===== config.mk =====
export PLATFORM = sky130hd
export DESIGN_NAME = key_event_ctrl
export DESIGN_NICKNAME = d
export VERILOG_FILES = /design/src/rtl/key_event_ctrl.sv
export SDC_FILE = /design/constraint.sdc
export NUM_CORES = 1
export LEC_CHECK = 0
export ABC_AREA = 1
export ABC_CLOCK_PERIOD_IN_PS = 2300
export CORE_ASPECT_RATIO = 1.4
export CORE_MARGIN = 8
export CORE_UTILIZATION = 40
export CTS_CLUSTER_DIAMETER = 30
export DETAILED_ROUTE_END_ITERATION = 6
export SLEW_MARGIN = 15
export SYNTH_ARGS = -nofsm -noshare
export SYNTH_HDL_FRONTEND = slang
export SYNTH_SLANG_ARGS = --single-unit

===== constraint.sdc =====
create_clock -name clk -period 2.3 [get_ports clk]
set_input_delay 0.345 -clock clk [delete_from_list [all_inputs] [get_ports clk]]
set_output_delay 0.345 -clock clk [all_outputs]
set_load 0.02 [all_outputs]

===== src/rtl/key_event_ctrl.sv =====
// key_event_ctrl
//   Turns N debounced key levels into press / release / auto-repeat events.
//   Each key has a hold FSM and a one-deep pending slot. A round-robin
//   arbiter moves one slot per cycle into a shared show-ahead event FIFO.
// Ports
//   clk, rst_n     : key clock, asynchronous active-low reset
//   key_debounced  : debounced key levels, 1 = pressed
//   evt_ready      : consumer accepts the head entry
//   evt_valid      : FIFO not empty
//   evt_key        : key index of the head entry
//   evt_type       : 00 press, 01 release, 10 repeat
//   overflow       : sticky, set when a press/release is lost
//   overflow_clr   : synchronous clear of overflow (a same-cycle set wins)
module key_event_ctrl #(
  parameter int N_KEYS        = 4,
  parameter int HOLD_CYCLES   = 100,
  parameter int REPEAT_CYCLES = 20,
  parameter int FIFO_DEPTH    = 4
) (
  input  logic                      clk,
  input  logic                      rst_n,
  input  logic [N_KEYS-1:0]         key_debounced,
  input  logic                      evt_ready,
  output logic                      evt_valid,
  output logic [$clog2(N_KEYS)-1:0] evt_key,
  output logic [1:0]                evt_type,
  output logic                      overflow,
  input  logic                      overflow_clr
);

  localparam int          KW   = $clog2(N_KEYS);
  localparam int          MAXC = (HOLD_CYCLES > REPEAT_CYCLES) ? HOLD_CYCLES : REPEAT_CYCLES;
  localparam int          CW   = $clog2(MAXC);
  localparam int          AW   = $clog2(FIFO_DEPTH);
  localparam int unsigned NK   = N_KEYS;

  localparam logic [CW-1:0] HOLD_TC  = CW'(HOLD_CYCLES - 1);
  localparam logic [CW-1:0] RPT_TC   = CW'(REPEAT_CYCLES - 1);
  localparam logic [AW:0]   DEPTH_L  = (AW+1)'(FIFO_DEPTH);
  localparam logic [KW-1:0] LAST_KEY = KW'(N_KEYS - 1);

  typedef enum logic [1:0] {
    EV_PRESS   = 2'b00,
    EV_RELEASE = 2'b01,
    EV_REPEAT  = 2'b10
  } ev_e;

  typedef enum logic [1:0] {
    S_IDLE,
    S_HELD,
    S_RPT
  } state_e;

  // key sampling
  logic [N_KEYS-1:0] k_q;
  logic [N_KEYS-1:0] rise, fall;

  // per-key FSM and slot
  state_e            state_q [N_KEYS];
  state_e            state_d [N_KEYS];
  logic [CW-1:0]     cnt_q   [N_KEYS];
  logic [CW-1:0]     cnt_d   [N_KEYS];
  logic [N_KEYS-1:0] gen_v;
  ev_e               gen_t   [N_KEYS];
  logic [N_KEYS-1:0] slot_v_q, slot_v_d;
  ev_e               slot_t_q [N_KEYS];
  ev_e               slot_t_d [N_KEYS];
  logic              set_ovf;

  // arbiter
  logic [KW-1:0]     rr_q, rr_d;
  logic              grant_v;
  logic [KW-1:0]     grant_idx;
  int unsigned       idx;

  // FIFO
  logic [KW+1:0]     mem_q [FIFO_DEPTH];
  logic [AW-1:0]     wr_q, rd_q;
  logic [AW:0]       fcnt_q;
  logic              push, pop;
  logic              ovf_q;

  assign rise = key_debounced & ~k_q;
  assign fall = ~key_debounced & k_q;

  // Hold FSM: fall beats the terminal count because it is tested first.
  always_comb begin
    for (int unsigned i = 0; i < NK; i++) begin
      state_d[i] = state_q[i];
      cnt_d[i]   = cnt_q[i];
      gen_v[i]   = 1'b0;
      gen_t[i]   = EV_PRESS;
      case (state_q[i])
        S_IDLE: begin
          if (rise[i]) begin
            gen_v[i]   = 1'b1;
            gen_t[i]   = EV_PRESS;
            state_d[i] = S_HELD;
            cnt_d[i]   = '0;
          end
        end
        S_HELD, S_RPT: begin
          if (fall[i]) begin
            gen_v[i]   = 1'b1;
            gen_t[i]   = EV_RELEASE;
            state_d[i] = S_IDLE;
          end else if (cnt_q[i] == ((state_q[i] == S_HELD) ? HOLD_TC : RPT_TC)) begin
            gen_v[i]   = 1'b1;
            gen_t[i]   = EV_REPEAT;
            state_d[i] = S_RPT;
            cnt_d[i]   = '0;
          end else begin
            cnt_d[i]   = cnt_q[i] + 1'b1;
          end
        end
        default: state_d[i] = S_IDLE;
      endcase
    end
  end

  // Round-robin grant, only while the registered count shows space.
  always_comb begin
    grant_v   = 1'b0;
    grant_idx = '0;
    idx       = 0;
    if (fcnt_q < DEPTH_L) begin
      for (int unsigned j = 0; j < NK; j++) begin
        idx = 32'(rr_q) + j;
        if (idx >= NK) idx = idx - NK;
        if (!grant_v && slot_v_q[KW'(idx)]) begin
          grant_v   = 1'b1;
          grant_idx = KW'(idx);
        end
      end
    end
    rr_d = rr_q;
    if (grant_v) rr_d = (grant_idx == LAST_KEY) ? '0 : grant_idx + 1'b1;
  end

  // Slot update: a slot being granted this cycle is treated as free.
  always_comb begin
    set_ovf = 1'b0;
    for (int unsigned i = 0; i < NK; i++) begin
      slot_v_d[i] = slot_v_q[i];
      slot_t_d[i] = slot_t_q[i];
      if (gen_v[i]) begin
        if (slot_v_q[i] && !(grant_v && (grant_idx == KW'(i)))) begin
          if (gen_t[i] != EV_REPEAT) begin
            slot_t_d[i] = gen_t[i];
            set_ovf     = 1'b1;
          end
        end else begin
          slot_v_d[i] = 1'b1;
          slot_t_d[i] = gen_t[i];
        end
      end else if (grant_v && (grant_idx == KW'(i))) begin
        slot_v_d[i] = 1'b0;
      end
    end
  end

  assign push      = grant_v;
  assign evt_valid = (fcnt_q != '0);
  assign pop       = evt_valid & evt_ready;
  assign evt_key   = mem_q[rd_q][KW+1:2];
  assign evt_type  = mem_q[rd_q][1:0];
  assign overflow  = ovf_q;

  always_ff @(posedge clk or negedge rst_n) begin
    if (!rst_n) begin
      k_q      <= '0;
      slot_v_q <= '0;
      rr_q     <= '0;
      wr_q     <= '0;
      rd_q     <= '0;
      fcnt_q   <= '0;
      ovf_q    <= 1'b0;
      for (int unsigned i = 0; i < NK; i++) begin
        state_q[i]  <= S_IDLE;
        cnt_q[i]    <= '0;
        slot_t_q[i] <= EV_PRESS;
      end
      for (int unsigned i = 0; i < FIFO_DEPTH; i++) mem_q[i] <= '0;
    end else begin
      k_q      <= key_debounced;
      slot_v_q <= slot_v_d;
      rr_q     <= rr_d;
      ovf_q    <= set_ovf ? 1'b1 : (overflow_clr ? 1'b0 : ovf_q);
      for (int unsigned i = 0; i < NK; i++) begin
        state_q[i]  <= state_d[i];
        cnt_q[i]    <= cnt_d[i];
        slot_t_q[i] <= slot_t_d[i];
      end
      if (push) begin
        mem_q[wr_q] <= {grant_idx, slot_t_q[grant_idx]};
        wr_q        <= wr_q + 1'b1;
      end
      if (pop) rd_q <= rd_q + 1'b1;
      case ({push, pop})
        2'b10:   fcnt_q <= fcnt_q + 1'b1;
        2'b01:   fcnt_q <= fcnt_q - 1'b1;
        default: fcnt_q <= fcnt_q;
      endcase
    end
  end

endmodule


==> metrics, run 1 <==
top-count cell post-synth=nand2_1; Req. time, crit path=1960 ps; later-pin clock latency in the skew report=340 ps; Synth area leader=dfrtp_1; CTS tree=built; Max Cap Viol=0; Clock Sink Count=78; synthesis-to-layout area growth=18.6%; max incr delay on CP=about 650 ps; Post-Syn Instances=600; layout cells sized above 1=12.7%; setup TNS=0 ps; Initial Util=approximately 41%; PD cells=1360 mW/mm^2; I/O pin cnt=14; worst slew pin tran=roughly 470 ps; total design power=7.27 mW; Tot GR Track Use=13.0%; Final Cycle Share=97.5%; DRC=0; first-pass GRT wire length=between 15 and 20 mm; peak supply drop=0.000493 V; Die W=106 um; final hold violation count=0; top cell type's share of synthesized area=43.2%; Setup Skew=10.6 ps; Net Count, Synth=634; vias per cell=4.90; routed wire length=9.47 mm; Top FF cell, synth=dfrtp_1; CTS Root Cell=clkbuf_16; crit path DAT=between 1500 and 2000 ps; CP cell instances=inv_2, o21ai_0, o22ai_1, clkdlybuf4s50_1; Placed Cells=766; final std cells w/o fill=790; PnR worst setup slack=around 57 ps; Seq/Total Area, Yosys=43.2%; die area=0.0150 sq mm; yosys warns=0; final setup fails=0; Net count, final=676; count of pins over their slew limit=0; utilization after layout=48.1%; Post-Synthesis Cell Area=0.00452 sq mm; Leak Pwr=roughly 2.7 nW; vias in the first global route=~3,700; initial antenna violation count=0; Post-synth top cells=nand2_1 (165), inv_1 (102), dfrtp_1 (78); Crit-path slowest cell=clkdlybuf4s50_1; RePlAce Congestion=0.866; Starting DRT DRC Count=121; CP endpoint kind=output port; Final Hold Slack=477 ps; cts bufs inserted=9; startpoint types=flip-flop; row cnt=46; fin crit period=2240 ps; pre-CTS setup slack=-29.5 ps; Critical Path Fanout Max=11; Routed wire per std cell=~12 um; CTS Buffer Depth=2; Clock transition at path regs=roughly 60 ps; Final ANT Viol Nets=0; EDFF count, synth=0; fmax=446 MHz; Async S/R FF share, synth=100%; synthesized flop and latch total=78; Port-buffer cells=13; RSZ-0062 raised after global routing=true; vias=around 3,900; Hold WC Path Type=flip-flop to flip-flop; n_diodes=0; Distinct cells, synth=35; hpwl dp=roughly 6.9 mm; htree depth=3; status=finished clean; total gr overflow=0; Rel. slew slack=between 60% and 70%; post-synthesis average cell area=roughly 7.5 sq um; largest net degree at the start of global routing=46; Die Ht=142 um; post-route design area=0.00537 sq mm; drt pass-1 iters=5; synth top area cells=dfrtp_1 (43%), nand2_1 (14%), inv_1 (8.5%); placed inst area=0.00491 sq mm; fill count=1,095; critical path class=flip-flop to output port; core area=0.0112 sq mm
cells in the final DEF (no fill, tap or decap), drive strengths merged:
| cell | Yosys | layout |
|---|---|---|
| clkinvlp | 0 | 1 |
| clkinv | 1 | 3 |
| inv | 106 | 106 |
| clkbuf | 2 | 11 |
| a22oi | 2 | 2 |
| o21a | 2 | 2 |
| o32ai | 1 | 1 |
| a32o | 1 | 1 |
| nor3b | 3 | 3 |
| fa | 1 | 1 |
| ha | 25 | 25 |
| and2 | 1 | 1 |
| a21boi | 2 | 2 |
| clkdlybuf4s50 | 0 | 10 |
| bufinv | 0 | 1 |
| a31oi | 3 | 3 |
| nor4 | 3 | 3 |
| a211oi | 3 | 3 |
| dlygate4sd3 | 0 | 1 |
| nand3 | 38 | 38 |
| nor3 | 11 | 11 |
| buf | 3 | 23 |
| xnor2 | 2 | 2 |
| dlymetal6s2s | 0 | 2 |
| o22ai | 13 | 13 |
| o21ai | 53 | 53 |
| nand4 | 3 | 3 |
| xor2 | 7 | 7 |
| dfrtp | 78 | 78 |
| nor2 | 50 | 50 |
| nand2 | 173 | 173 |
| a21oi | 13 | 13 |
logic make-up after synthesis:
family,Yosys count,synth area share (%)
xor gates and xnor gates,9,1.74
and+or+nand+nor,282,26.3
adders and majority gates,26,7.36
AOI/OAI and AO/OA,93,11.5
DFF,78,43.2
buffers and inverters,112,9.90
final timing paths:
kind | startpoint | endpoint | slack [ps] | depth (start not counted)
setup reg to reg | rr_q[0] | slot_t_q[0] | 70 | 18
hold / removal | slot_t_q[6] | slot_t_q[6] | 480 | 2
max in group asynchronous | rst_n | rr_q[0] | 1190 | 3
setup / recovery | rd_q[0] | evt_key[0] | 60 | 4
hold reg to reg | slot_t_q[6] | slot_t_q[6] | 480 | 2
min in group asynchronous | rst_n | cnt_q[27] | 490 | 2
per-layer routing:
layer | vias to the layer above | routed length, um | track usage [%]
li1 | 1987 | - | -
met1 | 1798 | 4040 | 14.2
met2 | 64 | 4930 | 23.4
met3 | 22 | 305 | 3.04
met4 | 0 | 206 | 5.20
met5 | - | 0 | 0
area by class of cell:
type,count,area (sq um),area share [%]
clock buffers,11,243,4.52
multi-input cells,410,2200,41.1
inverters,107,407,7.58
repair buffers,36,332,6.18
well taps,144,180,3.36
clock inverters,4,47.5,0.886
flip-flops and latches,78,1950,36.4
report_power, final:
group | switching, mW | internal (mW)
Clock | 0.534 | 0.860
Sequential | 0.302 | 1.78
Combinational | 2.33 | 1.47
flip-flops by register name, summed over array words and instances, names as in the netlist:
name      cells
rd_q          2
slot_t_q      8
state_q       8
slot_v_q      4
rr_q          2
wr_q          2
overflow      1
fcnt_q        3
cnt_q        28
mem_q        16
k_q           4
what timing repair did:
item                                   4_1_cts  5_1_grt
setup endpoints to repair                    9       16
hold buffers                                 1        0
gates resized for setup                      3       43
pin swaps                                    0       16
endpoints found under the hold margin       33        0
setup buffers                                1        8
critical path, delay by kind of cell, from the launching register on:
kind	cells	cell delay, ps
buffers and inverters	2	830
flip-flops	1	500
AO/OA/AOI/OAI	2	250
(Power assumes the default switching activity.)
==> run 2: changes to the inputs <==
REMOVE_ABC_BUFFERS = 1   (was default)
==> run 2 against run 1 <==
Compared with the run above:
- the flow now finishes with violations (negative setup slack)
- core utilization is 0.50 points higher
- non-clock buffer count up 3
- global-route usage increased by 0.44 points
- first-iteration DRC count increased by 38%
- total power grew 3.8%
- die area unchanged
- sequential power is essentially flat
- clock skew down 4.6 ps
- combinational power rose by 5.3%
- sequential share of layout area is 0.38 points lower
- sequential cell count stayed put
- design area rose by 1.0%
- critical endpoint is now slot_t_q[0]
- largest cell class unchanged
- largest power group unchanged
- highest routed layer unchanged
==> metrics, run 2 (synthesis gave the netlist of run 1 again) <==
final setup fails=4; I/O pin cnt=14; Die W=about 110 um; Die Ht=approximately 140 um; Routed wire per std cell=12.3 um; Max Cap Viol=0; cts bufs inserted=9; pre-CTS setup slack=-63.5 ps; htree depth=3; Largest Register=cnt_q; initial antenna violation count=0; crit path DAT=2590 ps; drt pass-1 iters=4; later-pin clock latency in the skew report=340 ps; CP endpoint kind=flip-flop; max reg flops=28; post-route design area=0.00542 sq mm; Endpoint, Worst Hold=slot_t_q[6]; routed wire length=9.76 mm; fill count=between 1,000 and 1,500; area occupied by multi-input gates=0.00223 sq mm; status=finished, violations left; commonest non-fill, non-tap cell in the layout=nand2_1; total gr overflow=0; RSZ-0062 raised after global routing=true; RePlAce Congestion=0.863; count of pins over their slew limit=0; fin crit period=2320 ps; CTS Buffer Depth=2; reg2reg end=slot_t_q[0]; Req. time, crit path=approximately 2600 ps; fmax=430 MHz; vias in the first global route=3,852; final std cells w/o fill=793; Clock transition at path regs=approximately 60 ps; die area=approximately 0.015 sq mm; Hold WC Path Type=flip-flop to flip-flop; FF-to-FF setup slack=-20 ps; critical path class=flip-flop to flip-flop; hold depth=2; n_diodes=0; worst slew pin tran=about 510 ps; PnR worst setup slack=-24.5 ps; Final ANT Viol Nets=0; core area=0.0112 sq mm; hpwl dp=7.00 mm; Initial Util=40.5%; Tot GR Track Use=13.4%; Starting DRT DRC Count=around 170; Net count, final=679; Largest regs=cnt_q (28), mem_q (16); hold path startpoint=slot_t_q[6]; largest net degree at the start of global routing=38; total design power=7.55 mW; Final Hold Slack=473 ps; DRC=0; vias=3,907; PD cells=1390 mW/mm^2; Sequential Area=0.00195 sq mm; CTS Root Cell=clkbuf_16; utilization after layout=48.6%; setup TNS=-67.7 ps; first-pass GRT wire length=16.6 mm; failing checks=negative setup slack; row cnt=46; vias per cell=4.93; peak supply drop=0.000550 V; layout cells sized above 1=between 10% and 20%; Critical Path Fanout Max=5; CTS tree=built; Placed Cells=768; Port-buffer cells=13; Final Cycle Share=101%; startpoint types=flip-flop; commonest non-fill, non-tap cells in the layout=nand2_1 (150), inv_1 (99), dfrtp_1 (76), o21ai_0 (47), nor2_1 (45); Clock Sink Count=just under 80; Leak Pwr=2.72 nW; synthesis-to-layout area growth=19.9%; placed inst area=roughly 0.0049 sq mm; final hold violation count=0; reg2reg start=rr_q[1]; Rel. slew slack=between 60% and 70%; Setup Skew=5.99 ps; Reg2Reg Depth=18
-- run 2: how the worst max path moves through the flow --
stage	start	endpoint	slack, ps	cells past startpoint
after floorplan	rr_q[0]	slot_t_q[2]	80	17
final	rr_q[1]	slot_t_q[0]	-20	18
after CTS	rr_q[0]	fcnt_q[2]	1	14
after detailed placement	rr_q[0]	overflow	-60	17
after global placement	rr_q[0]	fcnt_q[2]	20	14
after global routing	rr_q[0]	slot_t_q[0]	-170	18
-- run 2: metal layers --
| layer | GRT usage (%) | part of all wire [%] |
|---|---|---|
| met5 | 0 | 0 |
| met4 | 5.95 | 1.9 |
| met3 | 3.00 | 2.6 |
| met2 | 23.9 | 53 |
| met1 | 14.8 | 43 |
-- run 2: critical path: stages (launching register included) --
cell     delay (ps)
dfrtp_2         450
buf_4           150
nand2_1          90
nand2_2          90
nand2_2          60
nand2_2          60
nor2_4          160
nand2_1          80
nor2_2          120
nor2_1           50
nor2_2          150
ha_2            190
inv_1            50
o21ai_1         120
buf_4           130
nand2_1          50
nand2_1          90
nand2_1          60
o21ai_1          70
-- run 2: what timing repair did --
action,CTS,global route
hold buffers,1,0
gates resized for setup,11,40
hold endpoints to repair,17,0
setup buffers,4,5
endpoints found under the setup margin,10,13
pin swaps,2,10
-- run 2: layout make-up --
| type | instances | share of cell area [%] |
|---|---|---|
| clock inverters | 4 | 1.34 |
| clock buffers | 11 | 4.29 |
| repair buffers | 39 | 6.32 |
| inverters | 107 | 7.54 |
| multi-input cells | 410 | 41.1 |
| flip-flops and latches | 78 | 36.0 |
| well taps | 144 | 3.32 |
-- run 2: where the power goes --
part | total, mW | internal [mW] | switching, mW | leakage [nW]
registers | 2.07 | 1.78 | 0.292 | 1.01
clock network | 1.48 | 0.943 | 0.540 | 0.146
logic | 4.00 | 1.55 | 2.45 | 1.56
total | 7.55 | 4.27 | 3.28 | 2.72
==> run 3: changes to the inputs <==
CORE_UTILIZATION = 45   (was 40)
==> run 3 against run 2 <==
Compared with the run above:
- the flow now finishes without violations
- clock power grew 7%
- combinational power down 4%
- cell count is 2.0% lower
- sequential power about the same
- setup slack improved by 100 ps
- global-route usage rose by 1.1 points
- clock-buffer cell count shrank 1
- sequential cell count stayed put
- total power is 0.78% lower
- hold slack lost 460 ps
- register-to-register slack improved by 100 ps
- critical endpoint unchanged
- highest routed layer unchanged
==> metrics, run 3 (synthesis gave the netlist of run 1 again) <==
cts bufs inserted=9; max incr delay on CP=around 470 ps; Rel. slew slack=59.1%; drt pass-1 iters=4; vias=approximately 3,800; Initial Util=45.9%; crit path DAT=2490 ps; final std cells w/o fill=777; commonest non-fill, non-tap cell in the layout=nand2_1; Largest regs=cnt_q (28), mem_q (16); DRC=0; Final ANT Viol Nets=0; CP endpoint kind=flip-flop; peak supply drop=0.000583 V; initial antenna violation count=0; critical path class=flip-flop to flip-flop; Tot GR Track Use=between 10% and 20%; layout cells sized above 1=14.2%; fin crit period=2220 ps; Net count, final=approximately 670; fill count=956; count of pins over their slew limit=0; RePlAce Congestion=~0.87; fmax=449 MHz; max reg flops=28; Placed Cells=758; die area=0.0136 sq mm; WP buf/inv=3; placed inst area=about 0.0049 sq mm; CP cell instances=buf_6, nand2_1, nand3_1, nand2_2, nor2_4, nand2_2, nor2_4, nor2_2, nor2_2, ha_2, inv_2, o21ai_2, buf_6, nand2_4, nand2_2, nand2_1, o21ai_1; Setup Skew=between 10 and 15 ps; cell family contributing the most delay on the critical path=simple AND/OR/NAND/NOR gates; synthesis-to-layout area growth=19.3%; Die W=101 um; Crit-path slowest cell=dfrtp_2; commonest non-fill, non-tap cells in the layout=nand2_1 (147), inv_1 (95), dfrtp_1 (75), o21ai_0 (46), nor2_1 (45); Port-buffer cells=13; CTS Buffer Depth=2; final setup fails=0; row cnt=43; hpwl dp=about 6.7 mm; Final Hold Slack=roughly 15 ps; total gr overflow=0; Max Cap Viol=0; Hold WC Path Type=input port to asynchronous set/reset pin; Req. time, crit path=2560 ps; PD cells=between 1000 and 1500 mW/mm^2; Starting DRT DRC Count=about 130; reg2reg start=rr_q[0]; Die Ht=approximately 130 um; status=finished clean; Sequential Area=0.00196 sq mm; n_diodes=0; Clock transition at path regs=70 ps; post-route design area=approximately 0.0054 sq mm; htree depth=3; first-pass GRT wire length=between 15 and 20 mm; core area=0.00985 sq mm; worst slew pin tran=614 ps; Largest Register=cnt_q; later-pin clock latency in the skew report=340 ps; Routed wire per std cell=11.7 um; vias in the first global route=3,729; area occupied by multi-input gates=roughly 0.0023 sq mm; I/O pin cnt=14; largest net degree at the start of global routing=47; Critical Path Fanout Max=7; Critical Path Most Common Cell=nand2_2; Leak Pwr=2.70 nW; vias per cell=4.89; crit path from=rr_q[0]; CTS Root Cell=clkbuf_16; routed wire length=9.09 mm; final hold violation count=0; Clock Sink Count=slightly below 80; CTS tree=built; RSZ-0062 raised after global routing=true; Final Cycle Share=96.7%; startpoint types=flip-flop
run 3: what timing repair did:
item | 4_1_cts | 5_1_grt
setup buffers | 0 | 2
pin swaps | 0 | 17
gates cloned | 0 | 1
gates resized for setup | 4 | 55
hold buffers | 0 | 0
setup endpoints to repair | 10 | 15
run 3: layout make-up:
type	count	area share, %
clock buffer	10	4.43
clock inverter	6	1.74
inverter	107	7.53
multi-input combinational	410	41.7
sequential	78	36.2
tap	135	3.13
timing repair buffer	30	5.10
timing repair inverter	1	0.0927
run 3: routing by layer:
layer / GRT usage [%] / routed length [um] / vias up
li1: - / - / 1975
met1: 16.8 / 4070 / 1781
met2: 24.9 / 4690 / 36
met3: 3.30 / 193 / 11
met4: 6.41 / 146 / 0
met5: 0 / 0 / -
run 3: power breakdown:
part	switching, mW	total (mW)	internal, mW
clock network	0.590	1.58	0.988
registers	0.311	2.09	1.78
logic	2.36	3.83	1.46
run 3: through the flow:
stage | utilization (%) | TNS, ps | worst slack (ps) | power, mW
finish | 54.8 | 0 | 75.2 | 7.49
global route | 54.8 | -434 | -112 | 8.17
CTS | 53.2 | 0 | 10.3 | 7.16
detailed placement | 49.8 | -283 | -61.3 | 5.53
global placement | 49.8 | 0 | 29.3 | 5.46
floorplan | - | 0 | 83.7 | 4.39
run 3: final timing paths:
check / to / slack, ps / cells past startpoint
hold / removal: cnt_q[26] / 20 / 1
max in group asynchronous: rr_q[1] / 1670 / 2
setup reg to reg: slot_t_q[0] / 80 / 17
hold reg to reg: fcnt_q[0] / 480 / 1
setup / recovery: slot_t_q[0] / 80 / 17
min in group clk: fcnt_q[0] / 480 / 1
